<file path="config.mk">
export PLATFORM = sky130hd
export DESIGN_NAME = dll_tap_ctrl
export DESIGN_NICKNAME = d
export VERILOG_FILES = /design/src/rtl/dll_ctrl_pkg.sv /design/src/rtl/dll_settle_timer.sv /design/src/rtl/dll_tap_ctrl.sv
export SDC_FILE = /design/constraint.sdc
export NUM_CORES = 1
export LEC_CHECK = 0
export ABC_AREA = 1
export ABC_CLOCK_PERIOD_IN_PS = 2300
export CAP_MARGIN = 40
export CORE_MARGIN = 5
export CORE_UTILIZATION = 25
export CTS_BUF_LIST = sky130_fd_sc_hd__clkbuf_8
export CTS_CLUSTER_DIAMETER = 30
export DETAILED_ROUTE_END_ITERATION = 16
export GPL_TIMING_DRIVEN = 0
export HOLD_SLACK_MARGIN = 0.12
export PLACE_DENSITY = 0.44
export SETUP_SLACK_MARGIN = 0.1
export SLEW_MARGIN = 20
export SYNTH_ARGS = -nofsm -noshare
export SYNTH_HDL_FRONTEND = slang
export SYNTH_HIERARCHICAL = 1
export SYNTH_SLANG_ARGS = --single-unit
</file>
<file path="constraint.sdc">
create_clock -name clk -period 2.3 [get_ports clk]
set_input_delay 0.69 -clock clk [delete_from_list [all_inputs] [get_ports clk]]
set_output_delay 0.69 -clock clk [all_outputs]
set_load 0.01 [all_outputs]
</file>
<file path="src/rtl/dll_ctrl_pkg.sv">
// dll_ctrl_pkg: shared state, direction and code definitions for the DLL tap controller
package dll_ctrl_pkg;
  typedef enum logic [1:0] {IDLE = 2'd0, SAR = 2'd1, TRACK = 2'd2, LOCKED = 2'd3} state_t;
  typedef enum logic [1:0] {HOLD = 2'd0, UP = 2'd1, DN = 2'd2} dir_t;
  localparam int CODE_W = 4;
  localparam logic [CODE_W-1:0] CODE_MIN = 4'd1;
  localparam logic [CODE_W-1:0] CODE_MAX = 4'd15;
  function automatic dir_t decide(input logic up, input logic dn);
    return (up & ~dn) ? UP : (dn & ~up) ? DN : HOLD;
  endfunction
endpackage

</file>
<file path="src/rtl/dll_settle_timer.sv">
// dll_settle_timer: free-running decision window counter, done on the last clock of each window
module dll_settle_timer #(
  parameter int SETTLE_CYC = 8
) (
  input  logic clk,
  input  logic rst,
  input  logic clr,
  output logic done
);
  localparam int W = $clog2(SETTLE_CYC);
  logic [W-1:0] cnt;
  assign done = cnt == W'(SETTLE_CYC - 1);
  always_ff @(posedge clk) begin
    if (rst || clr || done) cnt <= '0;
    else cnt <= cnt + 1'b1;
  end
endmodule

</file>
<file path="src/rtl/dll_tap_ctrl.sv">
// dll_tap_ctrl: SAR acquisition then +/-1 tracking of the delay-line tap code with lock detection
module dll_tap_ctrl
  import dll_ctrl_pkg::*;
#(
  parameter int SETTLE_CYC = 8,
  parameter int LOCK_CNT   = 4,
  parameter int UNLOCK_CNT = 3
) (
  input  logic              clk,
  input  logic              rst,
  input  logic              en,
  input  logic              pd_up,
  input  logic              pd_dn,
  output logic [CODE_W-1:0] q,
  output logic              locked,
  output logic              busy,
  output logic              sat
);
  state_t            state;
  dir_t              prev;
  dir_t              d;
  logic [1:0]        bit_idx;
  logic [7:0]        stable_cnt, drift_cnt, stable_n, drift_n;
  logic              done, same, sat_n;
  logic [CODE_W-1:0] q_trk, sar_k, sar_n;
  dll_settle_timer #(.SETTLE_CYC(SETTLE_CYC)) u_timer (
    .clk (clk),
    .rst (rst),
    .clr (state == IDLE || !en),
    .done(done)
  );
  assign busy = state != IDLE;
  always_comb begin
    d        = decide(pd_up, pd_dn);
    same     = d != HOLD && d == prev;
    sat_n    = (d == UP && q == CODE_MAX) || (d == DN && q == CODE_MIN);
    q_trk    = sat_n ? q : d == UP ? q + 4'd1 : d == DN ? q - 4'd1 : q;
    stable_n = same ? 8'd1 : stable_cnt + 8'd1;
    drift_n  = d == HOLD ? 8'd0 : same ? drift_cnt + 8'd1 : 8'd1;
    sar_k    = d == DN ? q & ~(4'b0001 << bit_idx) : q;
    sar_n    = bit_idx != 2'd0 ? sar_k | (4'b0001 << (bit_idx - 2'd1)) :
               sar_k == 4'd0 ? CODE_MIN : sar_k;
  end
  always_ff @(posedge clk) begin
    if (rst || !en) begin
      state      <= IDLE;
      q          <= '0;
      locked     <= 1'b0;
      sat        <= 1'b0;
      bit_idx    <= 2'd0;
      prev       <= HOLD;
      stable_cnt <= '0;
      drift_cnt  <= '0;
    end else begin
      case (state)
        IDLE: begin
          q       <= 4'b1000;
          bit_idx <= 2'd3;
          state   <= SAR;
        end
        SAR: if (done) begin
          q       <= sar_n;
          bit_idx <= bit_idx - 2'd1;
          if (bit_idx == 2'd0) begin
            state      <= TRACK;
            prev       <= HOLD;
            stable_cnt <= '0;
          end
        end
        TRACK: if (done) begin
          q          <= q_trk;
          sat        <= sat_n;
          prev       <= d == HOLD ? prev : d;
          stable_cnt <= stable_n;
          if (stable_n == 8'(LOCK_CNT)) begin
            locked    <= 1'b1;
            drift_cnt <= '0;
            state     <= LOCKED;
          end
        end
        LOCKED: if (done) begin
          q         <= q_trk;
          sat       <= sat_n;
          prev      <= d == HOLD ? prev : d;
          drift_cnt <= drift_n;
          if (drift_n == 8'(UNLOCK_CNT)) begin
            locked     <= 1'b0;
            stable_cnt <= '0;
            state      <= TRACK;
          end
        end
        default: state <= IDLE;
      endcase
    end
  end
endmodule

</file>
== After elaboration in Yosys (flattened, before gate mapping) ==
Index checks and enable logic that the tools add are counted.

* Flip-flop bits (word level): 31
* Logic and storage cells: 117
* Bits of input ports: 5
* Output and inout port bits: 7

* Reductions and logical operators: 29
* Bitwise gates (word level): 7
* Muxes and demuxes: 43
* Eq/ne operators: 21
* $add $sub $neg: 6
* Shift operators: 2

{| class="wikitable"
|+ Operators by type and width
! kind !! count
|-
| 8-bit two-way mux || 11
|-
| 4-bit two-way mux || 8
|-
| 2-bit two-way mux || 13
|-
| 8-bit one-hot mux with 3 select lines || 1
|-
| 8-bit by 1-bit adder with 8-bit output (second input constant) || 2
|-
| 8-bit one-hot mux with 2 select lines || 1
|-
| 4-bit one-hot mux with 3 select lines || 1
|-
| 6-bit AND reduction || 2
|-
| 2-bit nonzero test || 6
|-
| 2-bit != test (second input constant) || 5
|-
| 5-bit AND reduction || 2
|-
| 8-bit by 2-bit == test with 1-bit output (second input constant) || 1
|-
| 8-bit by 3-bit == test with 1-bit output (second input constant) || 1
|-
| 2-bit by 1-bit != test with 1-bit output (second input constant) || 4
|-
| 2-bit one-hot mux with 2 select lines || 2
|-
| 2-bit one-hot mux with 4 select lines || 1
|-
| 4-bit AND reduction || 2
|-
| 1-bit by 2-bit left shift with 4-bit output (first input constant) || 2
|-
| 2-bit == test (second input constant) || 3
|-
| 2-bit zero test || 3
|-
| 1-bit logical OR || 5
|-
| 4-bit by 1-bit adder with 4-bit output (second input constant) || 1
|-
| 4-bit AND || 1
|-
| 2-bit by 1-bit == test with 1-bit output (second input constant) || 2
|-
| other kinds (20) || 28
|}

== Longest topological paths before layout ==
Gate-level depths: netlist (run 1).

* Depth after elaboration: 12
* Gate-level depth with buffers: 17
* Depth with buffers taken out: 16

== Modules after synthesis ==
Netlist (run 1), hierarchy kept.

{| class="wikitable"
|+ By module, submodules not included
! module !! seq. area each (µm²) !! cells each !! times used !! area each (µm²)
|-
| dll_tap_ctrl || 560.5 || 307 || 1 || 2064.5
|-
| dll_settle_timer || 60.1 || 13 || 1 || 115.1
|}

== Worst setup path after synthesis (run 1) ==
OpenSTA, ideal clock, no wires.

* Path kind: in2reg
* Start point: input port pd_up
* End point: register stable_cnt[3]
* Data required time: 2.187 ns
* Buffers on the path: 1
* Arrival: 2.055 ns
* Slack: 0.131 ns
* Library setup time: 0.113 ns
* Cell stages on the path: 15
* Cell sequence: inv_1 -> ha_1 -> inv_1 -> nand3_2 -> nor2_4 -> buf_12 -> nand3_2 -> nand2_2 -> nor2_4 -> nand2_4 -> nand2_4 -> nand4_4 -> nand2_1 -> nand2_1 -> nor2_1

* Cells in the longest elaborated chain, start to end: 11
* Elaborated cells on any way between the ends: 17
* Classes of those cells: 3 x eq/ne; 7 x mux; 3 x bitwise; 4 x reduce/logical

{| class="wikitable"
|+ Ends and longest elaborated chain
! item !! RTL line !! RTL
|-
| start: declaration || dll_tap_ctrl.sv:12 || <nowiki>input logic pd_up,</nowiki>
|-
| 1-bit NOT || dll_ctrl_pkg.sv:9 || <nowiki>return (up & ~dn) ? UP : (dn & ~up) ? DN : HOLD;</nowiki>
|-
| 1-bit AND || dll_ctrl_pkg.sv:9 ||
|-
| 2-bit two-way mux || dll_ctrl_pkg.sv:9 ||
|-
| 2-bit two-way mux (*) || dll_ctrl_pkg.sv:9 ||
|-
| 2-bit == test / 2-bit nonzero test (equally long branches) || dll_tap_ctrl.sv:35 || <nowiki>same = d != HOLD && d == prev;</nowiki>
|-
| 1-bit logical AND || dll_tap_ctrl.sv:35 ||
|-
| 8-bit two-way mux (2 in a row) || dll_tap_ctrl.sv:39 || <nowiki>drift_n = d == HOLD ? 8'd0 : same ? drift_cnt + 8'd1 : 8'd1;</nowiki>
|-
| 8-bit by 2-bit == test with 1-bit output || dll_tap_ctrl.sv:86 || <nowiki>if (drift_n == 8'(UNLOCK_CNT)) begin</nowiki>
|-
| 2-bit != test (no source line) || n/a ||
|-
| 6-bit AND reduction (no source line) || n/a ||
|-
| end signal: assignment || dll_tap_ctrl.sv:74 || <nowiki>stable_cnt <= stable_n;</nowiki>
|-
| end: declaration || dll_tap_ctrl.sv:23 || <nowiki>logic [7:0] stable_cnt, drift_cnt, stable_n, drift_n;</nowiki>
|}

Every way passes the cells marked *; elsewhere a longest branch is shown, timed or not. The select of a mux whose other input is x is not followed.
A chain may end at the register's enable or synchronous reset.

== Final worst setup path (run 1) ==
* Start point: input port pd_up
* End point: register locked

* Cells in the longest elaborated chain, start to end: 11
* Elaborated cells on any way between the ends: 17
* Classes of those cells: 5 x eq/ne; 5 x mux; 3 x bitwise; 4 x reduce/logical

{| class="wikitable"
|+ Ends and longest elaborated chain
! item !! RTL line !! RTL
|-
| 1-bit NOT || dll_ctrl_pkg.sv:9 ||
|-
| 1-bit AND || dll_ctrl_pkg.sv:9 ||
|-
| 2-bit two-way mux || dll_ctrl_pkg.sv:9 ||
|-
| 2-bit two-way mux (*) || dll_ctrl_pkg.sv:9 ||
|-
| 2-bit == test / 2-bit nonzero test (equally long branches) || dll_tap_ctrl.sv:35 ||
|-
| 1-bit logical AND || dll_tap_ctrl.sv:35 ||
|-
| 8-bit two-way mux (2 in a row) || dll_tap_ctrl.sv:39 ||
|-
| 8-bit by 2-bit == test with 1-bit output || dll_tap_ctrl.sv:86 ||
|-
| 2-bit != test (no source line) || n/a ||
|-
| 5-bit AND reduction (no source line) (*) || n/a ||
|-
| end signal: assignment || dll_tap_ctrl.sv:48 || <nowiki>locked <= 1'b0;</nowiki>
|-
| end signal: assignment || dll_tap_ctrl.sv:76 || <nowiki>locked <= 1'b1;</nowiki>
|-
| end signal: assignment || dll_tap_ctrl.sv:87 || <nowiki>locked <= 1'b0;</nowiki>
|-
| end: declaration || dll_tap_ctrl.sv:15 || <nowiki>output logic locked,</nowiki>
|}

Every way passes the cells marked *; elsewhere a longest branch is shown, timed or not.

==> results.cfg, run 1 <==
[floorplanning]
die_area_um2 = 10700
fp-row-count = 34
die_w_um = 103
chipHeight_um = 103
core_um2 = 8590
start_util_pct = 25.4
top_level_ports = 12

[synth]
ys_ff_latch = 31
syn-cell-area_um2 = 2180
synth-simple-area-share_pct = 36.9
yosysSeqAreaShare_pct = 28.5
synth_cells = 320
yosysWarnings = 6
muxShareOfSynthArea_pct = 0
syn_avg_cell_area_um2 = 6.81
synth_cell_types = 36
synth_top_family_by_area = simple AND/OR/NAND/NOR gates
synth_compound_area_share_pct = 15.4
synth_fa_ha_area_share_pct = 8.61
synthXorXnorAreaFrac_pct = 0.804
syn_nets = 340

[detailed_routing]
via_count = 2058
vias_per_cell = 4.55
drcViolationCount = 0
wire_per_inst_um = 12.4
first_pass_iters = 4
wirelength_um = 5600
drtAntennaViolNets = 0
drt_iter0_drc = 51

[clock_network]
clock_path_buffers = 2
htreeDepth = 2
cts-root-buf = clkbuf_8
cts_buffers = 5
clock-sinks = 31
clkTransAtPathRegs_ns = 0.07
hold_buffers = 0
cts_tree = built
clk_latency_ns = 0.28

[finish]
antennaDiodeCount = 0
drive_gt1_share_pct = 17.2
area.growth.synth_to_final_pct = 23.7
fillers = 972
nNetsFinal = 363
final_util_pct = 31.4

[worst_setup_path]
crit_slowest_cell = ha_4
crit_start = pd_up
arrival_ns = 2.28
slowest_delay_ns = 0.20
endpoint_kind = register
crit_fanout = 7
regToRegSetupSlack_ns = 0.33
cp-endpoint = locked
cp-start-kind = input pin
critPathRequiredTime_ns = 2.47
crit_chain = buf_6 -> inv_4 -> ha_4 -> inv_2 -> nand3_2 -> nor2_4 -> buf_12 -> nand2_1 -> nor3b_2 -> nand3b_1 -> o21ai_0 -> a21oi_1
r2r-start = stable_cnt[0]
r2r_end = drift_cnt[2]
worstRegToRegCells = 11
crit_type = in -> reg

[timing]
worstMarginPinSlew_ns = 0.449
period_needed_ns = 2.11
setup_viol = 0
rsz0062_at_grt = false
hold_violations = 0
skew_ns = 0.00265
slew_headroom_pct = 70.1
drv_slew = 0
setup_ws_ns = 0.185
tns_ns = 0
finalHoldWorstSlack_ns = 0.419
fmax_ghz = 0.473
min_period_over_period_pct = 91.9

[placed_design]
hpwl_um = 4100
portBuffers = 11
gp_congestion = 0.753
pre_cts_ws_ns = -0.703

[power_and_ir_drop]
p_leak_nw = 1.07
irDropWorstVdd_v = 0.000201
p_total_mw = 1.28
power_density_nw_per_um2 = 473

[grt]
grt_pass1_wl_um = 9110
grt_start_max_net_pins = 11
grt_overflow = 0
first_global_vias = 1939
grt_usage_pct = 10.8
antenna_found_initial = 0

[worst_hold_path]
hp-class = reg -> reg

[status]
outcome = completed

[flow_run]
maxCapViolCount = 0
## how the worst min path moves through the flow
stage / from / to / cells after the start
4_1_cts: u_timer/cnt[0] / u_timer/cnt[0] / 1
3_5_place_dp: u_timer/cnt[0] / u_timer/cnt[0] / 1
2_1_floorplan: u_timer/cnt[0] / u_timer/cnt[0] / 1
5_1_grt: u_timer/cnt[0] / u_timer/cnt[0] / 1
3_3_place_gp: u_timer/cnt[0] / u_timer/cnt[0] / 1
6_report: u_timer/cnt[0] / u_timer/cnt[0] / 1
## where the power goes
group	switching, mW	leakage [nW]	internal [mW]
Sequential	0.00933	0.251	0.543
Combinational	0.0940	0.760	0.0643
Clock	0.215	0.0612	0.351
Total	0.318	1.07	0.958
## routing by layer
metal	global-route usage, %	part of all wire [%]
met5	0	0
met4	4.18	1.4
met3	2.28	1.8
met2	17.7	47
met1	13.7	50
## stage by stage
step                cells  area [um2]
global route          452        2700
detailed placement    439        2420
global placement      439        2420
finish                452        2700
floorplan             320        2180
CTS                   449        2610
## logic make-up (layout without fill, tap and decap cells)
logic type / count (synthesis) / in the layout
xor+xnor: 2 / 2
compound gates: 56 / 56
buf+inv: 51 / 73
fa+ha+maj: 15 / 15
flops: 31 / 31
simple gates: 165 / 167
## layout make-up
class	count	area [um2]	share of cell area, %
clock inverters	2	35.0	1.30
well taps	108	135	5.01
repair buffers	14	134	4.97
plain buffers	5	42.5	1.58
clock buffers	6	82.6	3.06
multi-input cells	240	1460	54.2
flip-flops and latches	31	621	23.0
inverters	46	185	6.87
## critical path: cells and delay by family
family	cells	cell delay, ns
simple gates	5	0.69
buf+inv	4	0.44
compound gates	2	0.26
fa+ha+maj	1	0.20
## state kept, by name, indices dropped and copies added (netlist names)
register and cells:
locked 1, state 2, q 4, stable_cnt 8
sat 1, prev 2, bit_idx 2, u_timer/cnt 3
drift_cnt 8
## cells in the final DEF, fill, tap and decap left out, drive strengths merged, types with 3 or more instances in the layout
cell	n
a21oi	19
o21ai	18
nor2	62
ha	15
a31oi	3
nand4	14
dfxtp	31
nand2	69
o211ai	3
clkdlybuf4s50	8
inv	46
buf	7
nand3	17
o21bai	6
clkbuf	8
## synthesized netlist by cell type
| library cell | n | area (um2) |
|---|---|---|
| a21oi_1 | 18 | 90.1 |
| a21oi_4 | 1 | 16.3 |
| a221oi_1 | 1 | 8.76 |
| a22oi_1 | 1 | 7.51 |
| a311oi_1 | 1 | 8.76 |
| a31oi_1 | 3 | 18.8 |
| buf_12 | 1 | 20.0 |
| buf_2 | 1 | 5.00 |
| clkbuf_1 | 2 | 7.51 |
| dfxtp_1 | 31 | 621 |
| dlygate4sd1_1 | 1 | 8.76 |
| ha_1 | 15 | 188 |
| inv_1 | 42 | 158 |
| inv_2 | 4 | 15.0 |
| nand2_1 | 60 | 225 |
| nand2_2 | 4 | 25.0 |
| nand2_4 | 4 | 45.0 |
| nand3_1 | 13 | 65.1 |
| nand3_2 | 2 | 20.0 |
| nand3_4 | 2 | 35.0 |
| nand3b_1 | 1 | 7.51 |
| nand4_1 | 12 | 75.1 |
| nand4_4 | 1 | 21.3 |
| nor2_1 | 57 | 214 |
| nor2_2 | 2 | 12.5 |
| nor2_4 | 3 | 33.8 |
| nor3_1 | 2 | 10.0 |
| nor3b_1 | 1 | 7.51 |
| o211ai_1 | 3 | 22.5 |
| o21a_1 | 1 | 7.51 |
| o21ai_0 | 18 | 90.1 |
| o21bai_1 | 6 | 45.0 |
| o221ai_1 | 1 | 8.76 |
| o22ai_1 | 2 | 12.5 |
| or2_2 | 1 | 6.26 |
| xor2_1 | 2 | 17.5 |
## repair_timing
action,4_1_cts,5_1_grt
setup buffers,2,1
pin swaps,8,15
resized for setup,28,20
endpoints found under the setup margin,24,22
cloned,0,2
Power figures use the tool's default switching activity.
==> inputs of run 2 (changes only) <==
- CORE_MARGIN: 5 -> 2
==> run 2 against run 1 <==
  * Non-clock buffer count did not move
  * Critical path depth rose by 2
  * Clock skew rose by 0.0039 ns
  * Via count fell by 3.2%
  * Sequential share of layout area rose by 0.71 points
  * Utilization fell by 0.93 points
==> results.cfg, run 2 (synthesis gave the netlist of run 1 again) <==
[timing]
drv_slew = 0
min_period_over_period_pct = 91.4
rsz0062_at_grt = true
finalHoldWorstSlack_ns = 0.420
fmax_ghz = 0.476
slew_headroom_pct = 70.4
period_needed_ns = 2.10
hold_violations = 0
worstMarginPinSlew_ns = 0.442
setup_viol = 0
skew_ns = 0.00650

[clock_network]
cts_buffers = 5
cts-root-buf = clkbuf_8
hold_buffers = 0
clkTransAtPathRegs_ns = 0.06
clock_path_buffers = 2
htreeDepth = 2
clk_latency_ns = 0.29
cts_tree = built
clock-sinks = 31

[finish]
drive_gt1_share_pct = 15.2
layout_common_cells = nand2_1 (57), nor2_1 (56), inv_1 (37)
final_cells = 449
seq_area_um2 = 621
fillers = 932
final_util_pct = 30.4
area.growth.synth_to_final_pct = 20.0
nNetsFinal = 361
final_design_area_no_fill_um2 = 2620
multi_input_area_um2 = 1420
largest_registers = drift_cnt (8), stable_cnt (8), q (4)
final_common_cell = nand2_1
antennaDiodeCount = 0

[worst_setup_path]
cp-start-kind = input pin
endpoint_kind = register
worstRegToRegCells = 11
crit_slowest_cell = ha_4
slowest_delay_ns = 0.28
crit_top_cell = nor2_4
crit_fanout = 8
arrival_ns = 2.32
critPathRequiredTime_ns = 2.51
crit_type = in -> reg
crit_chain = buf_4 -> inv_4 -> ha_4 -> inv_2 -> nand3_2 -> nor2_4 -> buf_12 -> nand3_4 -> nand2_2 -> nor2_4 -> nand2_4 -> a21oi_4 -> nand4_1 -> a21oi_1

[grt]
grt_start_max_net_pins = 11
antenna_found_initial = 0
grt_overflow = 0
grt_usage_pct = 11.7
first_global_vias = 1911
grt_pass1_wl_um = 9070

[power_and_ir_drop]
power_density_nw_per_um2 = 442
p_total_mw = 1.15
irDropWorstVdd_v = 0.000180
p_leak_nw = 1.05

[placed_design]
portBuffers = 11
hpwl_um = 4020
dpl_cell_area_um2 = 2420
gp_congestion = 0.829
place_inst = 439

[detailed_routing]
via_count = 1992
vias_per_cell = 4.44
drt_iter0_drc = 52
drtAntennaViolNets = 0
wirelength_um = 5270
drcViolationCount = 0
wire_per_inst_um = 11.7
first_pass_iters = 4

[floorplanning]
chipHeight_um = 97.4
top_level_ports = 12
fp-row-count = 34
core_um2 = 8590
die_area_um2 = 9480
start_util_pct = 25.4
die_w_um = 97.4

[worst_hold_path]
holdPathStages = 1
hp-class = reg -> reg

[status]
outcome = completed

[flow_run]
maxCapViolCount = 0
[run 2: cell type report]
type | instances | share of cell area, %
buffer | 5 | 1.63
clock buffer | 6 | 3.16
clock inverter | 1 | 0.191
inverter | 46 | 6.99
multi-input combinational | 238 | 54.3
sequential | 31 | 23.7
tap | 108 | 5.17
timing repair buffer | 14 | 4.83
[run 2: report_power, final]
part,leakage (nW),switching [mW],internal [mW],total (mW)
Sequential,0.251,0.00903,0.543,0.552
Clock,0.0470,0.218,0.235,0.453
Combinational,0.750,0.0889,0.0604,0.149
[run 2: metal layers]
| layer | global-route usage (%) | vias up | part of all wire (%) |
|---|---|---|---|
| li1 | - | 1089 | - |
| met1 | 15.2 | 872 | 49 |
| met2 | 18.8 | 24 | 46 |
| met3 | 2.66 | 7 | 2.7 |
| met4 | 4.59 | 0 | 1.8 |
| met5 | 0 | - | 0 |
[run 2: what timing repair did]
item	in CTS	in global routing
resized for setup	28	13
endpoints found under the setup margin	24	21
buffers inserted	2	1
endpoints found under the hold margin	0	0
pin swaps	9	14
[run 2: critical path: cells and delay by family]
kind | cells | cell delay [ns]
AOI/OAI and AO/OA | 2 | 0.39
adders and majority gates | 1 | 0.28
buffers and inverters | 4 | 0.36
and+or+nand+nor | 7 | 0.59
[run 2: worst paths after layout]
path | from | slack, ns | to
worst max-delay path | pd_up | 0.20 | stable_cnt[7]
worst min-delay path | u_timer/cnt[0] | 0.42 | u_timer/cnt[0]
worst max register to register | stable_cnt[0] | 0.34 | drift_cnt[0]
worst min register to register | u_timer/cnt[0] | 0.42 | u_timer/cnt[0]
[run 2: stage by stage]
stage               TNS (ns)  setup WS (ns)
finish                     0          0.198
global route               0         0.0957
CTS                        0          0.105
detailed placement    -14.96         -0.756
global placement      -14.64         -0.714
floorplan                  0          0.131
